### src/rtl/tube_scan_ctrl.sv
// Six-digit multiplexed seven-segment scan controller with blanking gap.
// Optional per-digit blinking is compiled in with TUBE_BLINK_EN.
module tube_scan_ctrl #(
  parameter int PRESCALE = 5000,
  parameter int BLANK    = 16
`ifdef TUBE_BLINK_EN
  ,
  parameter int BLINK_FRAMES = 32
`endif
) (
  input  logic       clk,
  input  logic       rst_n,
  input  logic       scan_en,
  input  logic       wr_en,
  input  logic [2:0] wr_addr,
  input  logic [5:0] wr_data,
`ifdef TUBE_BLINK_EN
  input  logic [5:0] blink_mask,
`endif
  output logic [5:0] DIG,
  output logic [4:0] num,
  output logic       slot_tick,
  output logic       frame_done
);

  localparam int CW = (PRESCALE > 1) ? $clog2(PRESCALE) : 1;
  localparam logic [CW-1:0] LAST = CW'(PRESCALE - 1);
  localparam logic [CW-1:0] BL   = CW'(BLANK);

  typedef enum logic [1:0] {
    S_IDLE,
    S_BLANK,
    S_SHOW
  } state_t;

  state_t        state, state_n;
  logic [CW-1:0] cnt, cnt_n;
  logic [2:0]    slot, slot_n, idx;
  logic [5:0]    d [6];
  logic [5:0]    shadow, shadow_n;
  logic [5:0]    dig_n;
  logic [4:0]    num_n;
  logic          tick_n, frame_n, dark_n;

`ifdef TUBE_BLINK_EN
  logic [7:0] fcnt, fcnt_n;
  logic       phase, phase_n;

  always_comb begin
    fcnt_n  = fcnt;
    phase_n = phase;
    if (!scan_en) begin
      fcnt_n  = '0;
      phase_n = 1'b0;
    end else if (frame_done) begin
      if (fcnt == 8'(BLINK_FRAMES - 1)) begin
        fcnt_n  = '0;
        phase_n = ~phase;
      end else begin
        fcnt_n = fcnt + 8'd1;
      end
    end
  end

  always_ff @(posedge clk or negedge rst_n) begin
    if (!rst_n) begin
      fcnt  <= '0;
      phase <= 1'b0;
    end else begin
      fcnt  <= fcnt_n;
      phase <= phase_n;
    end
  end

  assign dark_n = phase_n & blink_mask[idx];
`else
  assign dark_n = 1'b0;
`endif

  // Outputs are built from the next-state values so they line up
  // with the state/cnt/slot that holds during the same cycle.
  always_comb begin
    state_n  = S_IDLE;
    cnt_n    = '0;
    slot_n   = '0;
    shadow_n = shadow;
    dig_n    = 6'h3f;
    num_n    = '0;
    if (scan_en) begin
      if (state == S_IDLE) begin
        cnt_n  = '0;
        slot_n = '0;
      end else if (cnt == LAST) begin
        cnt_n  = '0;
        slot_n = (slot >= 3'd5) ? 3'd0 : slot + 3'd1;
      end else begin
        cnt_n  = cnt + 1'b1;
        slot_n = (slot > 3'd5) ? 3'd0 : slot;
      end
      state_n = (cnt_n < BL) ? S_BLANK : S_SHOW;
    end
    idx = 3'd5 - slot_n;
    if (state_n == S_SHOW && cnt_n == BL) begin
      if (wr_en && wr_addr == idx)
        shadow_n = wr_data;
      else
        shadow_n = d[idx];
    end
    if (state_n == S_SHOW) begin
      dig_n[idx] = ~shadow_n[5] | dark_n;
      num_n      = shadow_n[4:0];
    end
    tick_n  = scan_en && cnt_n == LAST;
    frame_n = tick_n && slot_n == 3'd5;
  end

  always_ff @(posedge clk or negedge rst_n) begin
    if (!rst_n) begin
      state      <= S_IDLE;
      cnt        <= '0;
      slot       <= '0;
      shadow     <= '0;
      DIG        <= 6'h3f;
      num        <= '0;
      slot_tick  <= 1'b0;
      frame_done <= 1'b0;
      for (int i = 0; i < 6; i++) d[i] <= '0;
    end else begin
      state      <= state_n;
      cnt        <= cnt_n;
      slot       <= slot_n;
      shadow     <= shadow_n;
      DIG        <= dig_n;
      num        <= num_n;
      slot_tick  <= tick_n;
      frame_done <= frame_n;
      if (wr_en && wr_addr <= 3'd5) d[wr_addr] <= wr_data;
    end
  end

endmodule

### config.mk
export PLATFORM = sky130hd
export DESIGN_NAME = tube_scan_ctrl
export DESIGN_NICKNAME = d
export VERILOG_FILES = /design/src/rtl/tube_scan_ctrl.sv
export SDC_FILE = /design/constraint.sdc
export NUM_CORES = 1
export LEC_CHECK = 0
export ABC_AREA = 1
export CORE_MARGIN = 2
export CORE_UTILIZATION = 50
export DETAILED_ROUTE_END_ITERATION = 7
export PLACE_DENSITY_LB_ADDON = 0.08
export RECOVER_POWER = 100
export SLEW_MARGIN = 40
export SYNTH_ARGS = -nofsm -noshare
export SYNTH_HDL_FRONTEND = slang
export SYNTH_SLANG_ARGS = --single-unit
### constraint.sdc
create_clock -name clk -period 4.2 [get_ports clk]
set_clock_uncertainty 0.2 [all_clocks]
set_input_delay 1.05 -clock clk [delete_from_list [all_inputs] [get_ports clk]]
set_output_delay 1.05 -clock clk [all_outputs]
set_load 0.005 [all_outputs]
==> PnR_summary.wiki, run 1 <==
{| class="wikitable"
! Metric !! Value
|-
| Outcome || finished with violations
|-
| Violations in the final reports || capacitance limit, slew limit
|-
| Max rail drop VDD || 0.2491 mV
|-
| Area growth from synthesis to layout || 13.15%
|-
| Endpoints failing hold || 0
|-
| Maximum count of clock buffers along a single path || 2
|-
| Number of DRC markers in iteration 0 || 170
|-
| Post-cts gate resize count || 0
|-
| TritonCTS clock tree || built
|-
| Cells on Worst Hold Path || 2
|-
| DRC violations left || 0
|-
| Detail-routed via count per cell || 4.855
|-
| Floorplan die width || 92.45 um
|-
| Congestion Overflow GR || 0
|-
| Path category of the worst min-delay check || reg2reg
|-
| Slowest-stage cell, CP || sky130_fd_sc_hd__dlygate4sd3_1
|-
| Root buffer selected by CTS || sky130_fd_sc_hd__clkbuf_8
|-
| Sum of negative setup slack || 0 ns
|-
| Critical path data arrival time || 3.77 ns
|-
| Wirelength, routed || 8.608 mm
|-
| # placed instances || 644
|-
| Transition at the pin with the smallest max-transition slack || 1.596 ns
|-
| Smallest setup slack after layout || 0.5071 ns
|-
| Flip-flop cell with the highest count after synthesis || sky130_fd_sc_hd__dfrtp_1
|-
| Number of buffers and inverters on the critical path || 4
|-
| Number of CTS-inserted buffers || 9
|-
| Syn_nets || 543
|-
| Number of input and output port buffers inserted || 25
|-
| P_leak || 0.002313 uW
|-
| Final clock period utilization by the worst path || 87.93%
|-
| Antenna diode count || 0
|-
| Count of cell types in the netlist || 31
|-
| Worst path depth || 12
|-
| Number of setup buffers added after CTS || 0
|-
| Area of the core || 7647 um^2
|-
| Residual antenna-violating net count after detailed routing || 0
|-
| Cell breakdown of the critical path || dlygate4sd3_1, inv_1, nor2_1, clkbuf_1, nand2_1, nor2_1, inv_1, nor2_1, nand3_1, nor2_4, or2_1, and2_1
|-
| Area fraction of the dominant cell type after synthesis || 42.87%
|-
| Placed wire-length estimate || 6.387 mm
|-
| Max cap viols || 1
|-
| Critical path start-end classification || in2reg
|-
| Clock insertion delay at the later pin of the skew report || 0.34 ns
|-
| Placed cell areas || 4272 um^2
|-
| Pin count of the biggest net entering global routing || 45
|-
| CP Max Fanout || 10
|-
| IO Pins || 26
|-
| Most common cell in the netlist || sky130_fd_sc_hd__nand2_1
|-
| Most crowded layer after global routing || met2
|-
| Cell taking the most area after synthesis || sky130_fd_sc_hd__dfrtp_1
|-
| Type of destination of the critical path || flop
|-
| Fin area || 4425 um^2
|-
| Number of warnings reported in the yosys synthesis log || 0
|-
| Sinks on Clock Net || 73
|-
| Via count of the first global-routing pass || 3082
|-
| Top cells by instance count after synthesis || 153 x sky130_fd_sc_hd__nand2_1, 79 x sky130_fd_sc_hd__inv_1, 67 x sky130_fd_sc_hd__dfrtp_1
|-
| Number of levels the H-tree was split into || 3
|-
| Most repeated library cell on the critical path || sky130_fd_sc_hd__nor2_1
|-
| Global-route total usage across every layer || 22.21%
|-
| Total standard cell area after synthesis || 3911 um^2
|-
| Final period demand of the worst path || 3.693 ns
|-
| Met1 usage || 29.20%
|-
| Post-synthesis async set-or-reset flop share || 100.0%
|-
| Share of the yosys chip area belonging to registers || 46.90%
|-
| Post-DR wirelength/cell || 13.04 um
|-
| Number of setup violations in the final report || 0
|-
| Largest incremental delay on the critical path || 0.56 ns
|-
| Family with the most delay on the worst path || simple AND/OR/NAND/NOR gates
|-
| Number of standard cells in the layout, taps in and fillers out || 660
|-
| Worst-case headroom to the max-slew limit || -6.398%
|-
| Placer's final routability congestion estimate || 0.8892
|-
| Number of flops mapped to enable cells by yosys || 0
|-
| Top area cells in the synthesized netlist || sky130_fd_sc_hd__dfrtp_1 43%, sky130_fd_sc_hd__nand2_1 15%, sky130_fd_sc_hd__inv_1 7.6%, sky130_fd_sc_hd__o21ai_0 5.4%, sky130_fd_sc_hd__nand3_1 5.2%
|-
| Met3 track utilization from global routing || 3.580%
|-
| Net total in the final layout || 572
|-
| Place WS || 0.3168 ns
|-
| Fmax || 0.2708 GHz
|-
| Worst R2R Path Depth || 18
|-
| Flip-flop and latch count after synthesis || 73
|-
| First-pass GRT wire length || 14.72 mm
|-
| Quantity of hold-fixing buffers added after cts || 0
|-
| Total via count after detailed routing || 3204
|-
| First-pass iteration count of the detailed router || 4
|-
| Num rows || 32
|-
| Unrepaired setup endpoints after global routing || no
|-
| Total count of max-transition violations in the final report || 31
|-
| Initial Utilization || 51.15%
|-
| Power per unit of standard cell area || 347.1 nW/um^2
|-
| Mean cell area of the mapped netlist || 7.464 um^2
|-
| Initial antenna violation count || 0
|-
| Full die area || 8546 um^2
|-
| Element type at the critical path start || input pin
|-
| Critical path required time || 4.28 ns
|-
| Cells after Synth || 524
|-
| Share of final-layout standard cells stronger than drive strength 1 || 8.244%
|-
| Clock slew at the register clock pins of the worst setup and hold paths || 0.07 ns
|-
| Die height || 92.45 um
|-
| Global-route track usage on met2 || 36.19%
|}
## metrics by stage
| stage | power [uW] | util, % | hold WS, ns |
|---|---|---|---|
| 2_1_floorplan | 932.3 | - | 0.2443 |
| 3_3_place_gp | 992.6 | 55.86 | 0.2594 |
| 3_5_place_dp | 997.7 | 55.86 | 0.2650 |
| 4_1_cts | 1560 | 58.46 | 0.2835 |
| 5_1_grt | 1631 | 57.87 | 0.3029 |
| 6_report | 1536 | 57.87 | 0.2856 |
## per-layer routing
layer,share of wire [%],wire (um)
met5,0,0
met4,2.3,199
met3,3.1,267
met2,48,4127
met1,47,4014
## path summary, 6_finish.rpt
kind	start	endpoint	slack [ns]
max in group asynchronous	rst_n	d[35]	1.07
worst min register to register	d[26]	d[26]	0.29
worst max register to register	cnt[0]	shadow[5]	0.81
worst min-delay path	d[26]	d[26]	0.29
worst max-delay path	scan_en	shadow[5]	0.51
min in group asynchronous	rst_n	cnt[6]	0.89
## cell type report
type	count	area [um^2]
fillers	741	3222
flip-flops and latches	73	1834
repair buffers	31	275.3
inverters	83	311.5
clock buffers	13	158.9
multi-input cells	355	1678
well taps	102	127.6
clock inverters	3	40.04
## placed cells by master (no fill, tap or decap), types with 8 or more instances in the layout
| cell | Yosys | final |
|---|---|---|
| sky130_fd_sc_hd__dlygate4sd3_1 | 0 | 16 |
| sky130_fd_sc_hd__inv_1 | 79 | 81 |
| sky130_fd_sc_hd__a21oi_1 | 8 | 8 |
| sky130_fd_sc_hd__clkdlybuf4s50_1 | 0 | 8 |
| sky130_fd_sc_hd__o21ai_0 | 42 | 42 |
| sky130_fd_sc_hd__nand3_1 | 41 | 42 |
| sky130_fd_sc_hd__nor2_1 | 53 | 54 |
| sky130_fd_sc_hd__nand4_1 | 15 | 15 |
| sky130_fd_sc_hd__nand2_1 | 153 | 155 |
| sky130_fd_sc_hd__dfrtp_1 | 67 | 67 |
| sky130_fd_sc_hd__clkbuf_8 | 0 | 11 |
## worst reg2reg max path: cells and delay by family, from the launching register on
family	cells	cell delay, ns
buf+inv	3	0.27
flops	1	0.40
fa+ha+maj	2	0.55
compound gates	2	0.23
simple gates	11	1.64
## cell families (layout without fill, tap and decap cells)
family	Yosys count	count (layout)	synth area share [%]
xor gates and xnor gates	2	2	0.4479
adders and majority gates	6	6	1.919
buffers and inverters	96	130	9.757
AOI/OAI and AO/OA	54	54	7.166
and+or+nand+nor	293	293	33.81
DFF	73	73	46.90
## flip-flops by register name (all words and copies together) (netlist names)
register,cells
shadow,6
state,2
DIG,6
cnt,13
frame_done,1
d,36
num,5
slot,3
slot_tick,1
## power by group
group	internal [uW]	switching (uW)
logic	67.3	107
registers	769	35.1
clock network	306	252
No activity file was read; power rests on OpenSTA's default activity.
==> inputs of run 2 (changes only) <==
--- a/config.mk
+++ b/config.mk
@@ -7,7 +7,7 @@
 export LEC_CHECK = 0
 export ABC_AREA = 1
 export CORE_MARGIN = 2
-export CORE_UTILIZATION = 50
+export CORE_UTILIZATION = 38
 export DETAILED_ROUTE_END_ITERATION = 7
 export PLACE_DENSITY_LB_ADDON = 0.08
 export RECOVER_POWER = 100
==> PnR_summary.wiki, run 2 (same netlist as run 1, synthesis figures left out) <==
{| class="wikitable"
! Metric !! Value
|-
| Element type at the critical path start || input pin
|-
| Worst-case headroom to the max-slew limit || -24.37%
|-
| Commonest cells after routing, fill and taps aside || 155 x sky130_fd_sc_hd__nand2_1, 81 x sky130_fd_sc_hd__inv_1, 67 x sky130_fd_sc_hd__dfrtp_1
|-
| Initial antenna violation count || 0
|-
| Place WS || 0.3955 ns
|-
| Largest incremental delay on the critical path || 0.48 ns
|-
| Post-DR wirelength/cell || 13.43 um
|-
| Placed wire-length estimate || 6.585 mm
|-
| Final clock period utilization by the worst path || 85.87%
|-
| Max rail drop VDD || 0.1601 mV
|-
| Clock slew at the register clock pins of the worst setup and hold paths || 0.08 ns
|-
| Reg with most FFs || d
|-
| Clock insertion delay at the later pin of the skew report || 0.34 ns
|-
| Number of flip-flops under the largest register name || 36
|-
| Overall power after layout || 1679 uW
|-
| Most repeated library cell on the critical path || sky130_fd_sc_hd__nor2_1
|-
| Number of DRC markers in iteration 0 || 174
|-
| Residual antenna-violating net count after detailed routing || 0
|-
| Num rows || 37
|-
| Initial Utilization || 38.58%
|-
| Crit path launch || scan_en
|-
| Endpoints failing hold || 0
|-
| Transition at the pin with the smallest max-transition slack || 1.866 ns
|-
| Placer's final routability congestion estimate || 0.9057
|-
| Critical path start-end classification || in2reg
|-
| Power per unit of standard cell area || 370.7 nW/um^2
|-
| Fmax || 0.2773 GHz
|-
| Congestion Overflow GR || 0
|-
| Total count of max-transition violations in the final report || 74
|-
| Sum of negative setup slack || 0 ns
|-
| # placed instances || 678
|-
| Number of levels the H-tree was split into || 3
|-
| Floorplan die width || 105.5 um
|-
| DRC violations left || 0
|-
| Full die area || 11120 um^2
|-
| Area growth from synthesis to layout || 15.84%
|-
| Most frequent standard cell in the layout excluding fill and tap cells || sky130_fd_sc_hd__nand2_1
|-
| Number of setup buffers added after CTS || 0
|-
| Family with the most delay on the worst path || simple AND/OR/NAND/NOR gates
|-
| Biggest regs || d (36), cnt (13)
|-
| Quantity of hold-fixing buffers added after cts || 0
|-
| Number of input and output port buffers inserted || 25
|-
| First-pass GRT wire length || 15.72 mm
|-
| Number of setup violations in the final report || 0
|-
| Cell breakdown of the critical path || clkdlybuf4s50_1, inv_1, nor2_1, clkbuf_1, nand2_1, nor2_1, inv_1, nor2_1, nand3_1, nor2_4, nand3_2, and2_1
|-
| CP Max Fanout || 10
|-
| Number of CTS-inserted buffers || 9
|-
| Fin area || 4531 um^2
|-
| Global-route total usage across every layer || 17.96%
|-
| Max cap viols || 1
|-
| Smallest setup slack after layout || 0.5936 ns
|-
| Startpoint of the worst register-to-register path || cnt[0]
|-
| Post-cts gate resize count || 0
|-
| Net total in the final layout || 572
|-
| Slowest-stage cell, CP || sky130_fd_sc_hd__clkdlybuf4s50_1
|-
| First-pass iteration count of the detailed router || 6
|-
| Final period demand of the worst path || 3.606 ns
|-
| Pin count of the biggest net entering global routing || 74
|-
| Share of final-layout standard cells stronger than drive strength 1 || 8.781%
|-
| Wirelength, routed || 9.322 mm
|-
| TritonCTS clock tree || built
|-
| Die height || 105.5 um
|-
| Total via count after detailed routing || 3308
|-
| Number of buffers and inverters on the critical path || 4
|-
| Sinks on Clock Net || 73
|-
| Detail-routed via count per cell || 4.767
|-
| Maximum count of clock buffers along a single path || 2
|-
| Antenna diode count || 0
|-
| Hold path startpoint || shadow[3]
|-
| Critical path data arrival time || 3.64 ns
|-
| Violations in the final reports || capacitance limit, slew limit
|-
| Area of the core || 10140 um^2
|-
| IO Pins || 26
|-
| Placed cell areas || 4308 um^2
|-
| P_leak || 0.002344 uW
|-
| Path category of the worst min-delay check || reg2reg
|-
| Root buffer selected by CTS || sky130_fd_sc_hd__clkbuf_8
|-
| Type of destination of the critical path || flop
|-
| Unrepaired setup endpoints after global routing || no
|-
| Filler Cells Inserted || 1040
|-
| Via count of the first global-routing pass || 3215
|-
| Outcome || finished with violations
|-
| Number of standard cells in the layout, taps in and fillers out || 694
|-
| Critical path required time || 4.24 ns
|}
run 2: changes by cell type in the layout (fill, tap and decap cells not counted):
| cell | delta |
|---|---|
| sky130_fd_sc_hd__dlygate4sd3_1 | -2 |
| sky130_fd_sc_hd__clkinv_2 | -2 |
| sky130_fd_sc_hd__clkinv_4 | +1 |
| sky130_fd_sc_hd__bufinv_16 | +2 |
| sky130_fd_sc_hd__clkdlybuf4s50_1 | +2 |
| sky130_fd_sc_hd__buf_4 | +2 |
| sky130_fd_sc_hd__clkbuf_1 | -3 |
run 2: stage by stage:
stage	util, %	hold slack, ns
after floorplan	-	0.2443
after global placement	42.45	0.2595
after detailed placement	42.49	0.2631
after CTS	45.00	0.2837
after global routing	44.69	0.3117
final	44.69	0.2823
run 2: area by class of cell:
cell class,count,area (um^2),area share (%)
Sequential cell,73,1834,40.49
Inverter,83,311.5,6.877
Tap cell,136,170.2,3.756
Timing Repair Buffer,31,282.8,6.241
Clock buffer,12,155.1,3.424
Multi-Input combinational cell,355,1678,37.03
Clock inverter,4,98.84,2.182
run 2: path summary, 6_finish.rpt:
check                             to  slack [ns]  cells after the start
setup reg to reg           shadow[5]        0.89                     19
hold / removal             shadow[3]        0.28                      2
hold reg to reg            shadow[3]        0.28                      2
min in group asynchronous     cnt[1]        1.00                      1
setup / recovery           shadow[5]        0.59                     12
max in group asynchronous       d[9]        1.68                      1
run 2: report_power, final:
| group | switching, uW | internal, uW | total, uW |
|---|---|---|---|
| registers | 35.4 | 769 | 804 |
| logic | 112 | 67.8 | 179 |
| clock network | 267 | 429 | 696 |
run 2: metal layers:
metal	part of all wire, %	up-vias	GRT usage (%)
met4	1.6	0	5.905
met5	0	-	0
met2	46	61	28.20
met3	3.0	10	4.205
li1	-	1702	-
met1	49	1535	24.46
run 2: tightest hold or removal path, delay by kind of cell (launching register included):
kind / cells / cell delay (ns)
DFF: 1 / 0.32
and+or+nand+nor: 2 / 0.12
==> inputs of run 3 (changes only) <==
==> constraint.sdc (replaced) <==
create_clock -name clk -period 4.4 [get_ports clk]
set_clock_uncertainty 0.2 [all_clocks]
set_input_delay 1.1 -clock clk [delete_from_list [all_inputs] [get_ports clk]]
set_output_delay 1.1 -clock clk [all_outputs]
set_load 0.005 [all_outputs]
==> PnR_summary.wiki, run 3 (same netlist as run 1, synthesis figures left out) <==
{| class="wikitable"
! Metric !! Value
|-
| Biggest regs || d (36), cnt (13)
|-
| Placer's final routability congestion estimate || 0.8780
|-
| Critical path data arrival time || 3.89 ns
|-
| Final period demand of the worst path || 3.807 ns
|-
| Net total in the final layout || 571
|-
| Smallest setup slack after layout || 0.5934 ns
|-
| Family with the most delay on the worst path || simple AND/OR/NAND/NOR gates
|-
| Total via count after detailed routing || 3270
|-
| Total count of max-transition violations in the final report || 74
|-
| Area of the core || 10140 um^2
|-
| Element type at the critical path start || input pin
|-
| Type of destination of the critical path || flop
|-
| Reg with most FFs || d
|-
| Cell breakdown of the critical path || dlygate4sd3_1, inv_1, nor2_1, clkbuf_1, nand2_1, nor2_1, inv_1, nor2_1, nand3_1, nor2_4, or2_1, and2_0
|-
| Root buffer selected by CTS || sky130_fd_sc_hd__clkbuf_8
|-
| Number of levels the H-tree was split into || 3
|-
| Slowest-stage cell, CP || sky130_fd_sc_hd__dlygate4sd3_1
|-
| First-pass GRT wire length || 15.80 mm
|-
| Antenna diode count || 0
|-
| Full die area || 11120 um^2
|-
| First-pass iteration count of the detailed router || 6
|-
| Max rail drop VDD || 0.1854 mV
|-
| Number of CTS-inserted buffers || 9
|-
| Quantity of hold-fixing buffers added after cts || 0
|-
| Placed cell areas || 4300 um^2
|-
| CP Max Fanout || 10
|-
| Worst R2R Setup Slack || 0.97 ns
|-
| Global-route total usage across every layer || 17.97%
|-
| Initial antenna violation count || 0
|-
| Clock slew at the register clock pins of the worst setup and hold paths || 0.08 ns
|-
| DRC violations left || 0
|-
| Placed wire-length estimate || 6.664 mm
|-
| Number of setup buffers added after CTS || 0
|-
| Fmax || 0.2627 GHz
|-
| Commonest cells after routing, fill and taps aside || 155 x sky130_fd_sc_hd__nand2_1, 81 x sky130_fd_sc_hd__inv_1, 67 x sky130_fd_sc_hd__dfrtp_1
|-
| Area growth from synthesis to layout || 14.91%
|-
| Endpoints failing hold || 0
|-
| IO Pins || 26
|-
| Wirelength, routed || 9.148 mm
|-
| Wire length on met3 || 341 um
|-
| Power per unit of standard cell area || 341.8 nW/um^2
|-
| Share of final-layout standard cells stronger than drive strength 1 || 8.618%
|-
| Num rows || 37
|-
| Outcome || finished with violations
|-
| Initial Utilization || 38.58%
|-
| Largest incremental delay on the critical path || 0.56 ns
|-
| Number of DRC markers in iteration 0 || 171
|-
| Place WS || 0.4280 ns
|-
| Met2 WL post-DR || 4.301 mm
|-
| Maximum count of clock buffers along a single path || 2
|-
| Transition at the pin with the smallest max-transition slack || 1.802 ns
|-
| Fin area || 4494 um^2
|-
| Most repeated library cell on the critical path || sky130_fd_sc_hd__nor2_1
|-
| Most frequent standard cell in the layout excluding fill and tap cells || sky130_fd_sc_hd__nand2_1
|-
| Detail-routed via count per cell || 4.719
|-
| Floorplan die width || 105.5 um
|-
| Sinks on Clock Net || 73
|-
| Unrepaired setup endpoints after global routing || no
|-
| P_leak || 0.002322 uW
|-
| Final clock period utilization by the worst path || 86.51%
|-
| Number of flip-flops under the largest register name || 36
|-
| Post-DR wirelength/cell || 13.20 um
|-
| Clock insertion delay at the later pin of the skew report || 0.34 ns
|-
| Pin count of the biggest net entering global routing || 74
|-
| Critical path required time || 4.49 ns
|-
| Worst-case headroom to the max-slew limit || -20.15%
|-
| Residual antenna-violating net count after detailed routing || 0
|-
| Congestion Overflow GR || 0
|-
| Die height || 105.5 um
|-
| Via count of the first global-routing pass || 3221
|-
| TritonCTS clock tree || built
|-
| Fin util || 44.33%
|-
| Number of input and output port buffers inserted || 25
|-
| Met1 routed wirelength after detailed routing || 4.377 mm
|-
| Violations in the final reports || capacitance limit, slew limit
|-
| Number of setup violations in the final report || 0
|-
| Critical path start-end classification || in2reg
|-
| Path category of the worst min-delay check || reg2reg
|-
| Post-cts gate resize count || 0
|-
| Number of buffers and inverters on the critical path || 4
|-
| Top sig layer || met4
|-
| Sum of negative setup slack || 0 ns
|-
| Max cap viols || 1
|}
-- run 3: through the flow --
| stage | hold WS, ns | cells | power [uW] |
|---|---|---|---|
| 3_5_place_dp | 0.2630 | 677 | 954.7 |
| 3_3_place_gp | 0.2599 | 677 | 951.4 |
| 6_report | 0.2840 | 693 | 1536 |
| 5_1_grt | 0.3067 | 693 | 1628 |
| 4_1_cts | 0.2836 | 693 | 1561 |
| 2_1_floorplan | 0.2443 | 524 | 889.9 |
-- run 3: worst paths after layout --
path | startpoint | end | depth (start not counted)
min | shadow[1] | shadow[1] | 2
max in group asynchronous | rst_n | shadow[4] | 1
max | scan_en | shadow[5] | 12
max reg2reg | cnt[0] | shadow[5] | 18
min in group asynchronous | rst_n | cnt[3] | 1
min reg2reg | shadow[1] | shadow[1] | 2
-- run 3: metal layers --
| layer | vias to the layer above | global-route usage (%) |
|---|---|---|
| met5 | - | 0 |
| met4 | 0 | 4.667 |
| met3 | 9 | 3.896 |
| met2 | 61 | 30.00 |
| met1 | 1507 | 23.63 |
| li1 | 1693 | - |
-- run 3: area by class of cell --
class                           count  area (um^2)
Fill cell                        1052         5644
Sequential cell                    73         1834
Multi-Input combinational cell    355         1678
Inverter                           83        311.5
Timing Repair Buffer               30        271.5
Tap cell                          136        170.2
Clock buffer                       11        151.4
Clock inverter                      5        77.57
-- run 3: power by group --
part | switching [uW] | internal [uW] | leakage [uW]
clock network | 250 | 348 | 0.000115
registers | 34.1 | 734 | 0.000946
logic | 106 | 64.2 | 0.00126
total | 390 | 1150 | 0.00232
-- run 3: worst reg2reg max path: stages, from the launching register on --
cell	delay, ns
sky130_fd_sc_hd__dfrtp_1	0.40
sky130_fd_sc_hd__ha_1	0.26
sky130_fd_sc_hd__nand2_1	0.16
sky130_fd_sc_hd__inv_1	0.13
sky130_fd_sc_hd__nand2_1	0.06
sky130_fd_sc_hd__nor2_1	0.15
sky130_fd_sc_hd__nand3_1	0.15
sky130_fd_sc_hd__nand2_1	0.13
sky130_fd_sc_hd__nor2_4	0.04
sky130_fd_sc_hd__ha_1	0.31
sky130_fd_sc_hd__inv_1	0.12
sky130_fd_sc_hd__a21oi_1	0.14
sky130_fd_sc_hd__o21ai_0	0.10
sky130_fd_sc_hd__inv_1	0.06
sky130_fd_sc_hd__nand3_1	0.08
sky130_fd_sc_hd__nor2_2	0.34
sky130_fd_sc_hd__nand3b_1	0.18
sky130_fd_sc_hd__nand3_2	0.14
sky130_fd_sc_hd__and2_0	0.18
==> RTL change, RTL diff (config.mk and constraints of run 1) <==
Add an input register stage for `wr_en`, `wr_addr` and `wr_data`; this delays them by one clock. The other inputs are not delayed to match.
--- a/src/rtl/tube_scan_ctrl.sv
+++ b/src/rtl/tube_scan_ctrl.sv
@@ -33,4 +33,14 @@
     S_SHOW
   } state_t;
+
+  logic wr_en_q;
+  logic [2:0] wr_addr_q;
+  logic [5:0] wr_data_q;
+
+  always_ff @(posedge clk) begin
+    wr_en_q   <= wr_en;
+    wr_addr_q <= wr_addr;
+    wr_data_q <= wr_data;
+  end
 
   state_t        state, state_n;
@@ -102,6 +112,6 @@
     idx = 3'd5 - slot_n;
     if (state_n == S_SHOW && cnt_n == BL) begin
-      if (wr_en && wr_addr == idx)
-        shadow_n = wr_data;
+      if (wr_en_q && wr_addr_q == idx)
+        shadow_n = wr_data_q;
       else
         shadow_n = d[idx];
@@ -135,5 +145,5 @@
       slot_tick  <= tick_n;
       frame_done <= frame_n;
-      if (wr_en && wr_addr <= 3'd5) d[wr_addr] <= wr_data;
+      if (wr_en_q && wr_addr_q <= 3'd5) d[wr_addr_q] <= wr_data_q;
     end
   end
Formal check against the unedited RTL: no difference found for any inputs over 10 cycles, from zero or initial values and one cycle with rst_n low; that may be too few to reach the edited logic, so the function may still have changed.
==> RTL change against run 1 <==
Cell count grew 2.3%; total power is 9.2% higher; clock power increased by 6.1%; critical path depth is 1 lower; first-iteration DRC count rose by 5.9%; die area up 6.0%; via count grew 8.6%; wire length grew 11%; count of clock-buffer cells in the layout shrank 1; cell area grew 5.2%; sequential power increased by 13%; synthesized area rose by 6.3%; sequential cell count increased by 10; worst setup slack worse by 0.088 ns; critical endpoint unchanged; highest routed layer unchanged.
==> RTL change: results (changes against run 1) <==
Post-synth top flop dfrtp_1; crit start category primary input; # nets final 584 (+2.1%); overall routing resource usage 23.3% (+1.1 points); clock transition at the registers of the reported paths 0.08 ns; via count 3,478 (+8.6%); largest net degree at the start of global routing 27 (-40%); Synth cell types 33 (+6.5%); Setup crit start scan_en; antenna cells 0 (unchanged); drt total wl 9520 microns (+11%); routability cong. 0.969 (+8.9%); placed cell areas 4490 sq um (+5.1%); sequential area share after synthesis 48.9% (+2.0 points); VDD IR max 223 uV (-11%); Synth Net Count 558 (+2.8%); Max Slew Vio Count 0 (-100%); Post-synth top cells nand2_1 (145), inv_1 (83), dfrtp_1 (67); leakage 2.45 nW (+6.1%); Critical Path Fanout Max 20 (+10); share of post-route cells with drive strength above 1 6.32% (-1.9 points); DP HPWL 7030 microns (+10%); IO buf count 25 (unchanged); biggest regs d x36, cnt x13; max_cap viols 0 (-1); CTS Buf Count 9 (unchanged); FFs w/ async S/R, synth 88.0% (-12 points); critical path arrival 3.82 ns (+0.05 ns); leading post-synthesis cells by cell area dfrtp_1 (40%), nand2_1 (13%), inv_1 (7.5%); status finished, final reports clean; Crit path largest cell delay 0.77 ns (+0.21 ns); drt first pass iters 4 (unchanged); Initial DRC Count 180 (+5.9%); Least-Margin Pin Slew 1.40 ns (-0.196 ns); hold_sp shadow[0]; root buffer cell clkbuf_8; Largest delay share family, worst path buffers and inverters; Clock Tree Buf Depth 2 (unchanged); first-pass GRT wire length 16,000 microns (+8.6%); Critical-path top delay cell clkbuf_1; vias in the first global route 3,339 (+8.3%)
[RTL change: cell types whose count changed in the layout (fill, tap and decap cells not counted), moves of 3 or more]
| cell | before | now |
|---|---|---|
| or2_2 | 3 | 0 |
| nand3_1 | 42 | 49 |
| nand2_1 | 155 | 148 |
| nand4_1 | 15 | 25 |
| inv_1 | 81 | 84 |
| clkdlybuf4s50_1 | 8 | 0 |
| nor2_1 | 54 | 50 |
| dlygate4sd3_1 | 16 | 24 |
| dfxtp_1 | 0 | 10 |
[RTL change: path summary, 6_finish.rpt]
kind / slack (ns) / to
min in group asynchronous: 0.78 / cnt[5]
max: 0.42 / shadow[5]
min reg2reg: 0.28 / shadow[0]
min: 0.28 / shadow[0]
max reg2reg: 0.51 / shadow[5]
max in group asynchronous: 1.09 / d[17]
[RTL change: cells by family after synthesis]
kind of cell               after synthesis  share of synthesized area [%]
buffers and inverters                  102                           10.0
DFF                                     83                           48.9
adders and majority gates                6                           1.81
and+or+nand+nor                        296                           32.7
AOI/OAI and AO/OA                       51                           6.35
xor gates and xnor gates                 1                          0.211
[RTL change: cell type report]
cell class | count | area (sq um)
clock inverters | 4 | 50.0
repair buffers | 31 | 274
multi-input cells | 354 | 1690
fillers | 766 | 3480
inverters | 86 | 325
flip-flops and latches | 83 | 2030
clock buffers | 12 | 155
well taps | 105 | 131
[RTL change: tightest hold or removal path, stage by stage (launching register included)]
cell	delay [ns]
dfrtp_1	0.33
nand2_1	0.06
nand2_1	0.06
[RTL change: layer usage]
metal | global-route usage, % | part of all wire (%)
met3 | 4.27 | 3.7
met2 | 36.7 | 47
met4 | 12.2 | 3.0
met1 | 30.6 | 46
met5 | 0 | 0
[RTL change: metrics by stage]
step                power (mW)  setup WS, ns  util, %  instances
CTS                       1.70         0.505     57.7        675
global route              1.77        0.0847     57.2        675
global placement          1.10         0.225     55.2        659
detailed placement        1.11         0.147     55.2        659
floorplan                 1.04         0.548        -        539
finish                    1.68         0.419     57.2        675
[RTL change: where the power goes]
group | internal [mW] | total [mW] | switching (mW)
sequential | 0.869 | 0.906 | 0.0368
clock | 0.307 | 0.591 | 0.284
combinational | 0.0667 | 0.180 | 0.113
total | 1.24 | 1.68 | 0.434
